==> src/rtl/seq_pattern_tx.sv <==
`default_nettype none
// ============================================================================
// Module   : seq_pattern_tx
// Purpose  : Serial bit-pattern transmitter. Latches a parallel pattern of up
//            to MAX_LEN bits and shifts it out MSB-first, one bit per clock.
//            Supports a repeat count and an idle gap between frames.
// Ports    : clk, rst        - clock, synchronous active-high reset
//            start           - transfer request, honoured only in IDLE
//            pattern         - bits to send, active bits pattern[pat_len-1:0]
//            pat_len         - bits per frame (clamped to MAX_LEN, 0 = none)
//            rep             - frames to send (0 behaves as 1)
//            gap             - idle cycles between consecutive frames
//            seqOut/seqValid - serial data and its qualifier
//            frameStart      - first bit of each frame
//            busy            - high while shifting or in an inter-frame gap
//            done            - one-cycle pulse after the final bit
// Revision : 1.0 - initial release
// ============================================================================
module seq_pattern_tx #(
   parameter int MAX_LEN = 8,
   parameter int LEN_W   = $clog2(MAX_LEN + 1),
   parameter int REP_W   = 4,
   parameter int GAP_W   = 4
) (
   input  logic               clk,
   input  logic               rst,
   input  logic               start,
   input  logic [MAX_LEN-1:0] pattern,
   input  logic [LEN_W-1:0]   pat_len,
   input  logic [REP_W-1:0]   rep,
   input  logic [GAP_W-1:0]   gap,
   output logic               seqOut,
   output logic               seqValid,
   output logic               frameStart,
   output logic               busy,
   output logic               done
);

   localparam int IDX_W = (MAX_LEN > 1) ? $clog2(MAX_LEN) : 1;

   localparam logic [1:0] S_IDLE  = 2'd0;
   localparam logic [1:0] S_SHIFT = 2'd1;
   localparam logic [1:0] S_GAP   = 2'd2;
   localparam logic [1:0] S_DONE  = 2'd3;

   logic [1:0]         state_q, state_d;
   logic [MAX_LEN-1:0] pat_q, pat_d;
   logic [LEN_W-1:0]   len_q, len_d;
   logic [IDX_W-1:0]   bit_q, bit_d;       // index of the bit on the wire
   logic [REP_W-1:0]   frames_q, frames_d; // frames left, including current
   logic [GAP_W-1:0]   gap_q, gap_d;
   logic [GAP_W-1:0]   gcnt_q, gcnt_d;     // gap cycles left, including current

   logic seqOut_q, seqOut_d;
   logic seqValid_q, seqValid_d;
   logic frameStart_q, frameStart_d;
   logic busy_q, busy_d;
   logic done_q, done_d;

   logic [LEN_W-1:0] w_len_clamp;
   logic [IDX_W-1:0] w_first_idx_in;
   logic [IDX_W-1:0] w_first_idx_q;

   assign w_len_clamp    = (pat_len > LEN_W'(MAX_LEN)) ? LEN_W'(MAX_LEN) : pat_len;
   // Only meaningful for a non-zero length; then len-1 always fits in IDX_W.
   assign w_first_idx_in = IDX_W'(w_len_clamp - LEN_W'(1));
   assign w_first_idx_q  = IDX_W'(len_q - LEN_W'(1));

   // ---------------------------------------------------------------- state
   always_ff @(posedge clk) begin
      if (rst) begin
         state_q      <= S_IDLE;
         pat_q        <= '0;
         len_q        <= '0;
         bit_q        <= '0;
         frames_q     <= '0;
         gap_q        <= '0;
         gcnt_q       <= '0;
         seqOut_q     <= 1'b0;
         seqValid_q   <= 1'b0;
         frameStart_q <= 1'b0;
         busy_q       <= 1'b0;
         done_q       <= 1'b0;
      end else begin
         state_q      <= state_d;
         pat_q        <= pat_d;
         len_q        <= len_d;
         bit_q        <= bit_d;
         frames_q     <= frames_d;
         gap_q        <= gap_d;
         gcnt_q       <= gcnt_d;
         seqOut_q     <= seqOut_d;
         seqValid_q   <= seqValid_d;
         frameStart_q <= frameStart_d;
         busy_q       <= busy_d;
         done_q       <= done_d;
      end
   end

   // ----------------------------------------------------------- next state
   always_comb begin
      state_d  = state_q;
      pat_d    = pat_q;
      len_d    = len_q;
      bit_d    = bit_q;
      frames_d = frames_q;
      gap_d    = gap_q;
      gcnt_d   = gcnt_q;
      case (state_q)
         S_IDLE: begin
            if (start) begin
               pat_d    = pattern;
               len_d    = w_len_clamp;
               frames_d = (rep == '0) ? REP_W'(1) : rep;
               gap_d    = gap;
               bit_d    = w_first_idx_in;
               state_d  = (w_len_clamp == '0) ? S_DONE : S_SHIFT;
            end
         end
         S_SHIFT: begin
            if (bit_q != '0) begin
               bit_d = bit_q - IDX_W'(1);
            end else if (frames_q > REP_W'(1)) begin
               frames_d = frames_q - REP_W'(1);
               if (gap_q != '0) begin
                  state_d = S_GAP;
                  gcnt_d  = gap_q;
               end else begin
                  // Back-to-back frame: restart at the MSB without a bubble.
                  bit_d = w_first_idx_q;
               end
            end else begin
               state_d = S_DONE;
            end
         end
         S_GAP: begin
            if (gcnt_q == GAP_W'(1)) begin
               state_d = S_SHIFT;
               bit_d   = w_first_idx_q;
            end else begin
               gcnt_d = gcnt_q - GAP_W'(1);
            end
         end
         default: begin
            state_d = S_IDLE;
         end
      endcase
   end

   // -------------------------------------------------------------- outputs
   // Outputs are decoded from the next state so that they can be registered
   // and still line up with the cycle the state is entered.
   always_comb begin
      seqValid_d   = (state_d == S_SHIFT);
      seqOut_d     = seqValid_d & pat_d[bit_d];
      // The MSB index is only ever loaded at the start of a frame.
      frameStart_d = seqValid_d && (bit_d == IDX_W'(len_d - LEN_W'(1)));
      busy_d       = (state_d == S_SHIFT) || (state_d == S_GAP);
      done_d       = (state_d == S_DONE);
   end

   assign seqOut     = seqOut_q;
   assign seqValid   = seqValid_q;
   assign frameStart = frameStart_q;
   assign busy       = busy_q;
   assign done       = done_q;

endmodule
`default_nettype wire

==> config.mk <==
export PLATFORM = sky130hd
export DESIGN_NAME = seq_pattern_tx
export DESIGN_NICKNAME = d
export VERILOG_FILES = /design/src/rtl/seq_pattern_tx.sv
export SDC_FILE = /design/constraint.sdc
export NUM_CORES = 1
export LEC_CHECK = 0
export CAP_MARGIN = 20
export CORE_MARGIN = 1.5
export CORE_UTILIZATION = 30
export DETAILED_ROUTE_END_ITERATION = 10
export GPL_TIMING_DRIVEN = 0
export PLACE_DENSITY = 0.53
export SYNTH_ARGS = -nofsm -noshare
export SYNTH_HDL_FRONTEND = slang
export SYNTH_SLANG_ARGS = --single-unit
==> constraint.sdc <==
create_clock -name clk -period 2.3 [get_ports clk]
set_input_delay 0.23 -clock clk [delete_from_list [all_inputs] [get_ports clk]]
set_output_delay 0.23 -clock clk [all_outputs]
set_load 0.01 [all_outputs]
==> results of run 1 <==
[state kept, by name, indices dropped and copies added, names as in the netlist]
register / count
frames_q: 4
busy: 1
bit_q: 3
len_q: 3
done: 1
seqOut: 1
gap_q: 4
frameStart: 1
pat_q: 8
seqValid: 1
state_q: 2
gcnt_q: 4
[power by group through the flow]
stage          Sequential (mW)  Clock (mW)  Combinational, mW
6_report                 0.863       0.442               2.43
5_1_grt                  0.886       0.477               2.66
4_1_cts                  0.844       0.455               2.11
3_5_place_dp             0.853           0               1.89
3_3_place_gp             0.851           0               1.88
2_1_floorplan            0.841           0               1.43
[final cells by class]
cell class,count,area [um2]
Inverter,11,41.3
Clock inverter,3,17.5
Clock buffer,5,68.8
Sequential cell,33,677
Tap cell,77,96.3
Timing Repair Buffer,39,359
Multi-Input combinational cell,191,1490
Buffer,12,62.6
Fill cell,652,3680
[cell families after synthesis]
| group | after synthesis | share of synthesized area (%) |
|---|---|---|
| adder cells (fa/ha/maj) | 12 | 7.31 |
| flip-flops | 33 | 32.2 |
| buffers and inverters | 23 | 4.69 |
| AND/OR/NAND/NOR | 102 | 26.3 |
| XOR/XNOR | 6 | 2.56 |
| AO/OA/AOI/OAI | 69 | 26.0 |
| multiplexers | 2 | 0.975 |
[per-layer routing]
layer | GRT usage (%) | up-vias | wire length (um)
met5 | 0 | - | 0
met4 | 5.72 | 0 | 105
met3 | 3.56 | 9 | 187
met2 | 26.4 | 35 | 2620
met1 | 19.9 | 894 | 2580
li1 | - | 975 | -
[metrics by stage]
stage          area, um2  power (mW)  hold slack, ns
2_1_floorplan       2050        2.27           0.366
3_3_place_gp        2420        2.73           0.441
3_5_place_dp        2420        2.74           0.445
4_1_cts             2620        3.41           0.455
5_1_grt             2820        4.03           0.483
6_report            2820        3.74           0.456
[layout by cell type (no fill, tap or decap), types with 3 or more instances in the layout]
cell	netlist	layout
ha_1	12	9
or4_4	1	3
o21ai_0	9	9
xnor2_1	5	5
clkbuf_1	8	6
inv_2	0	4
o211ai_1	5	5
dfxtp_2	0	4
nor3_1	4	4
a21oi_1	21	20
nor2_1	30	25
clkdlybuf4s50_1	0	26
nand2_1	29	28
clkbuf_8	0	5
buf_4	2	15
inv_1	11	7
nor2_2	0	3
nand2b_1	7	5
and2_1	6	6
o32ai_4	0	3
dfxtp_1	33	26
dfxtp_4	0	3
nor2b_1	7	5
[worst max-delay path by stage]
stage,from,end,cells after the start
after global routing,gap_q[3],seqOut,9
after global placement,start,seqOut,9
after detailed placement,start,seqOut,9
final,gcnt_q[1],seqOut,10
after CTS,gap_q[1],seqOut,8
after floorplan,frames_q[0],seqOut,9
[critical path: stages (launching register included)]
cell and delay (ns):
dfxtp_2 0.34, inv_2 0.04, ha_1 0.16, or3b_4 0.28
o32ai_4 0.11, or2_4 0.27, buf_4 0.16, or4_4 0.49
a31oi_4 0.17, o21ai_1 0.09, o31ai_2 0.07
[timing repair]
| item | CTS | global route |
|---|---|---|
| endpoints found under the hold margin | 0 | 0 |
| gates cloned | 0 | 0 |
| gates resized for setup | 21 | 38 |
| endpoints found under the setup margin | 5 | 2 |
| setup buffers | 5 | 7 |
| pin swaps | 9 | 19 |
==> reports/qor.txt, run 1 <==
Maximum vdd drop - 0.000515 V
Final period utilization - 98.7%
End of the worst hold path - pat_q[0]
Ratio of cells with drive above 1 in the final layout - 27.6%
Dominant cells by area after synthesis - dfxtp_1, ha_1, nor2_1
Worst slew pin tran - 0.576 ns
Area Overhead vs Synth - 37.1%
R2R depth - 10
Die Span Y - 85.7 um
Crit path time final - 2.27 ns
Finished Layout Cells - 371
Synth warnings - 0
Clock root buffer - clkbuf_8
R2r endpoint - seqOut
Post-place setup slack - -0.684 ns
Number of core rows - 29
Slew margin rel. - 61.6%
Via count - 1,913
Clock skew - 0.00254 ns
Fin util - 43.3%
Overflow after GRT - 0
Cells after Synth - 247
Port-buffer cells - 27
DR WL/cell - 14.8 um
Die width - 85.7 um
Vias in the first global route - 1,880
Max-Cap Viols - 0
RSZ-0062 raised after global routing - yes
Syn Std Cell Area - 2050 um2
H-tree Lvls - 2
Fin. max-slew vios - 0
Hold Crit Class - register to register
Register area share after synthesis - 32.2%
Fin. Hold Viols - 0
Initial antenna violation count - 0
Die ar. - 7350 um2
Sequential fraction of design power - 23.1%
TNS Setup - 0 ns
Clock transition at path regs - 0.07 ns
Clock Path Buffers - 2
Largest net degree at the start of global routing - 12
Antenna diodes - 0
CP Data Required Time - 2.51 ns
Crit Path Category - register to register
Top-count cell post-synth - dfxtp_1
Tot GR Track Use - 15.8%
Pwr dens - 1330 nW/um2
Hpwl dp - 3950 um
Status - finished, final reports clean
Via/cell ratio - 5.16
I/O pin cnt - 28
Post-synth top area share - 32.2%
Prevailing post-synth register cell - dfxtp_1
Hold_buf cts - 0
Hold_sp - pat_q[0]
CP Data Arrival Time - 2.48 ns
Dpl cells - 351
Combinational Power Share - 65.1%
Launching point of the worst reg2reg path - gcnt_q[1]
Fmax - 0.440 GHz
Post-synth EDFFs - 0
CP max FO - 5
Post-synth top area cell - dfxtp_1
Total Nets Final - 328
DR iter-0 viols - 65
Routability cong. - 0.851
Initial Util - 31.6%
CORE AREA - 6490 um2
Switching power total - 1.65 mW
Overall routed net length - 5500 um
Antenna Nets Post-Route - 0
Post-synthesis cell type count - 56
Synth Register Bits - 33
CTS buffer count - 5
Final WS setup - 0.0291 ns
Leak pwr - 1.02 nW
CP endpoint kind - register
CTS tree - yes
Sw Share - 44.2%
Internal Power - 2.08 mW
DRC viols - 0
Top cells by count, synth - dfxtp_1, nor2_1, nand2_1
Avg Inst Size Synth - 8.31 um2
Setup violators final - 0
FF-to-FF setup slack - 0.03 ns
FFs w/ async S/R, synth - 0%
DRT Pass-1 Iters - 4
Clock insertion delay at the later pin of the skew report - 0.29 ns
First-pass GRT wire length - 9030 um
CTS sink cnt - 33
Clock power share - 11.8%
Min-Delay Path Depth - 2
Mapped Nets - 282
Crit start category - register
(Power assumes the default switching activity.)
==> inputs of run 2 (changes only) <==
CORE_MARGIN = not set   (was 1.5)
==> reports/qor.txt, run 2 (synthesized netlist as in run 1, its figures left out) <==
Largest net degree at the start of global routing - 12 (unchanged)
Initial Util - 31.6% (unchanged)
DRT Pass-1 Iters - 4 (unchanged)
Fin. max-slew vios - 0 (unchanged)
Antenna diodes - 0 (unchanged)
Worst path bufs/invs - 0 (-2)
Max reg flops - 8 (unchanged)
R2R depth - 8 (-2)
Clock transition at path regs - 0.07 ns (about the same)
Clock root buffer - clkbuf_8
End of the worst hold path - pat_q[4]
Crit start category - register
Antenna Nets Post-Route - 0 (unchanged)
Die ar. - 7180 um2 (-2.3%)
Finished Layout Cells - 371 (unchanged)
CORE AREA - 6490 um2 (unchanged)
Tot Pwr - 3.89 mW (+4.1%)
Area Overhead vs Synth - 39.7%
Slew margin rel. - 60.0% (-1.5 points)
Tot GR Track Use - 16.0% (+0.19 points)
DR iter-0 viols - 74 (+14%)
Routability cong. - 0.868 (+1.9%)
Hold_buf cts - 0 (unchanged)
DRC viols - 0 (unchanged)
CTS buffer count - 5 (unchanged)
Routed wl met2 - 2610 um (-0.27%)
Worst slew pin tran - 0.600 ns (+0.0232 ns)
Maximum vdd drop - 0.000531 V (+3.2%)
Commonest cells after routing, fill and taps aside - nand2_1, dfxtp_1, nor2_1, clkdlybuf4s50_1, a21oi_1
Pwr dens - 1360 nW/um2 (+2.2%)
DR WL/cell - 14.9 um (+0.67%)
Die Span Y - 84.7 um (-1.2%)
H-tree Lvls - 2 (unchanged)
RSZ-0062 raised after global routing - yes
Via/cell ratio - 5.11 (-0.94%)
Biggest register - pat_q
Overflow after GRT - 0 (unchanged)
Number of core rows - 29 (unchanged)
Clock insertion delay at the later pin of the skew report - 0.29 ns (about the same)
Leak pwr - 1.04 nW (+1.8%)
Metal3 WL - 182 um (-2.7%)
Total Nets Final - 328 (unchanged)
Die width - 84.7 um (-1.2%)
Hold_ws - 0.458 ns (+0.00224 ns)
Critical path cell sequence - ha_1, or3b_4, nor2_4, o32ai_4, or4_1, a31oi_2, o21ai_2, o31ai_2
Vias in the first global route - 1,818 (-3.3%)
Fillers - 640 (-1.8%)
CP endpoint kind - register
CP delay by family, top - simple AND/OR/NAND/NOR gates
I/O pin cnt - 28 (unchanged)
Initial antenna violation count - 0 (unchanged)
CP startpoint - gcnt_q[0]
CP max FO - 5 (unchanged)
Clock Path Buffers - 2 (unchanged)
First-pass GRT wire length - 8830 um (-2.1%)
Ratio of cells with drive above 1 in the final layout - 27.6% (unchanged)
Fin. Hold Viols - 0 (unchanged)
R2r endpoint - seqOut
Min-Delay Path Depth - 2 (unchanged)
Port-buffer cells - 27 (unchanged)
FF-to-FF setup slack - 0.04 ns (about the same)
Multi-input gate area - 1510 um2 (+1.4%)
CP Data Required Time - 2.51 ns (about the same)
Reg area - 669 um2 (-1.1%)
Hold Crit Class - register to register
Final Cell Area - 2870 um2 (+1.9%)
Crit-path slowest cell - or4_1
Clock skew - 0.00626 ns (+0.00371 ns)
Post-place setup slack - -0.714 ns (-0.0296 ns)
Crit path time final - 2.26 ns (-0.00693 ns)
Post-Route M1 WL - 2580 um (-0.15%)
Fmax - 0.442 GHz (+0.31%)
Final period utilization - 98.4% (-0.30 points)
CTS tree - yes
Hpwl dp - 3850 um (-2.4%)
Crit path largest cell delay - 0.55 ns (+0.06 ns)
Hold_sp - pat_q[4]
Setup violators final - 0 (unchanged)
Launching point of the worst reg2reg path - gcnt_q[0]
Fin util - 44.2% (+0.81 points)
Via count - 1,895 (-0.94%)
Dpl cells - 351 (unchanged)
CTS sink cnt - 33 (unchanged)
Max-Cap Viols - 0 (unchanged)
Final WS setup - 0.0360 ns (+0.00693 ns)
TNS Setup - 0 ns (unchanged)
Overall routed net length - 5530 um (+0.67%)
Placed instance area - 2420 um2 (unchanged)
Status - finished, final reports clean
CP Data Arrival Time - 2.48 ns (about the same)
Highest metal layer with signal wires - met4
Crit Path Category - register to register
## run 2: changes by cell type in the layout (fill, tap and decap cells not counted), moves of 2 or more
cell / previous run / this run
buf_4: 15 / 13
a31oi_2: 0 / 2
buf_6: 0 / 2
a31oi_1: 2 / 0
nor2_1: 25 / 27
clkinv_2: 2 / 0
nor2_2: 3 / 1
dfxtp_4: 3 / 1
dfxtp_1: 26 / 28
## run 2: worst max path at each step
stage                   to  slack (ns)  cells past startpoint
floorplan           seqOut        0.06                      9
finish              seqOut        0.04                      8
CTS                 seqOut       0.003                      9
global placement    seqOut       -0.76                      9
global route        seqOut       -0.03                      8
detailed placement  seqOut       -0.71                      9
## run 2: area by class of cell
class / count / area share (%)
Multi-Input combinational cell: 191 / 52.8
Sequential cell: 33 / 23.3
Timing Repair Buffer: 39 / 12.8
Tap cell: 77 / 3.36
Clock buffer: 6 / 2.88
Buffer: 12 / 2.09
Inverter: 11 / 1.44
Clock inverter: 2 / 1.31
## run 2: power breakdown
part	switching (mW)	internal, mW	leakage, nW	total (mW)
clock network	0.232	0.352	0.0574	0.584
logic	1.33	1.12	0.712	2.44
registers	0.119	0.741	0.273	0.860
## run 2: tightest hold or removal path, stage by stage, from the launching register on
cell and delay [ns]:
dfxtp_1 0.32, nand2_1 0.05, a21oi_1 0.05
## run 2: repair_timing
item                       in CTS  in global routing
gates resized for setup        20                 36
pin swaps                       7                 21
buffers inserted                3                  9
setup endpoints to repair       5                  2
## run 2: per-layer routing
layer / up-vias / global-route usage [%]
li1: 968 / -
met1: 876 / 20.7
met2: 35 / 25.4
met3: 16 / 3.15
met4: 0 / 7.70
met5: - / 0
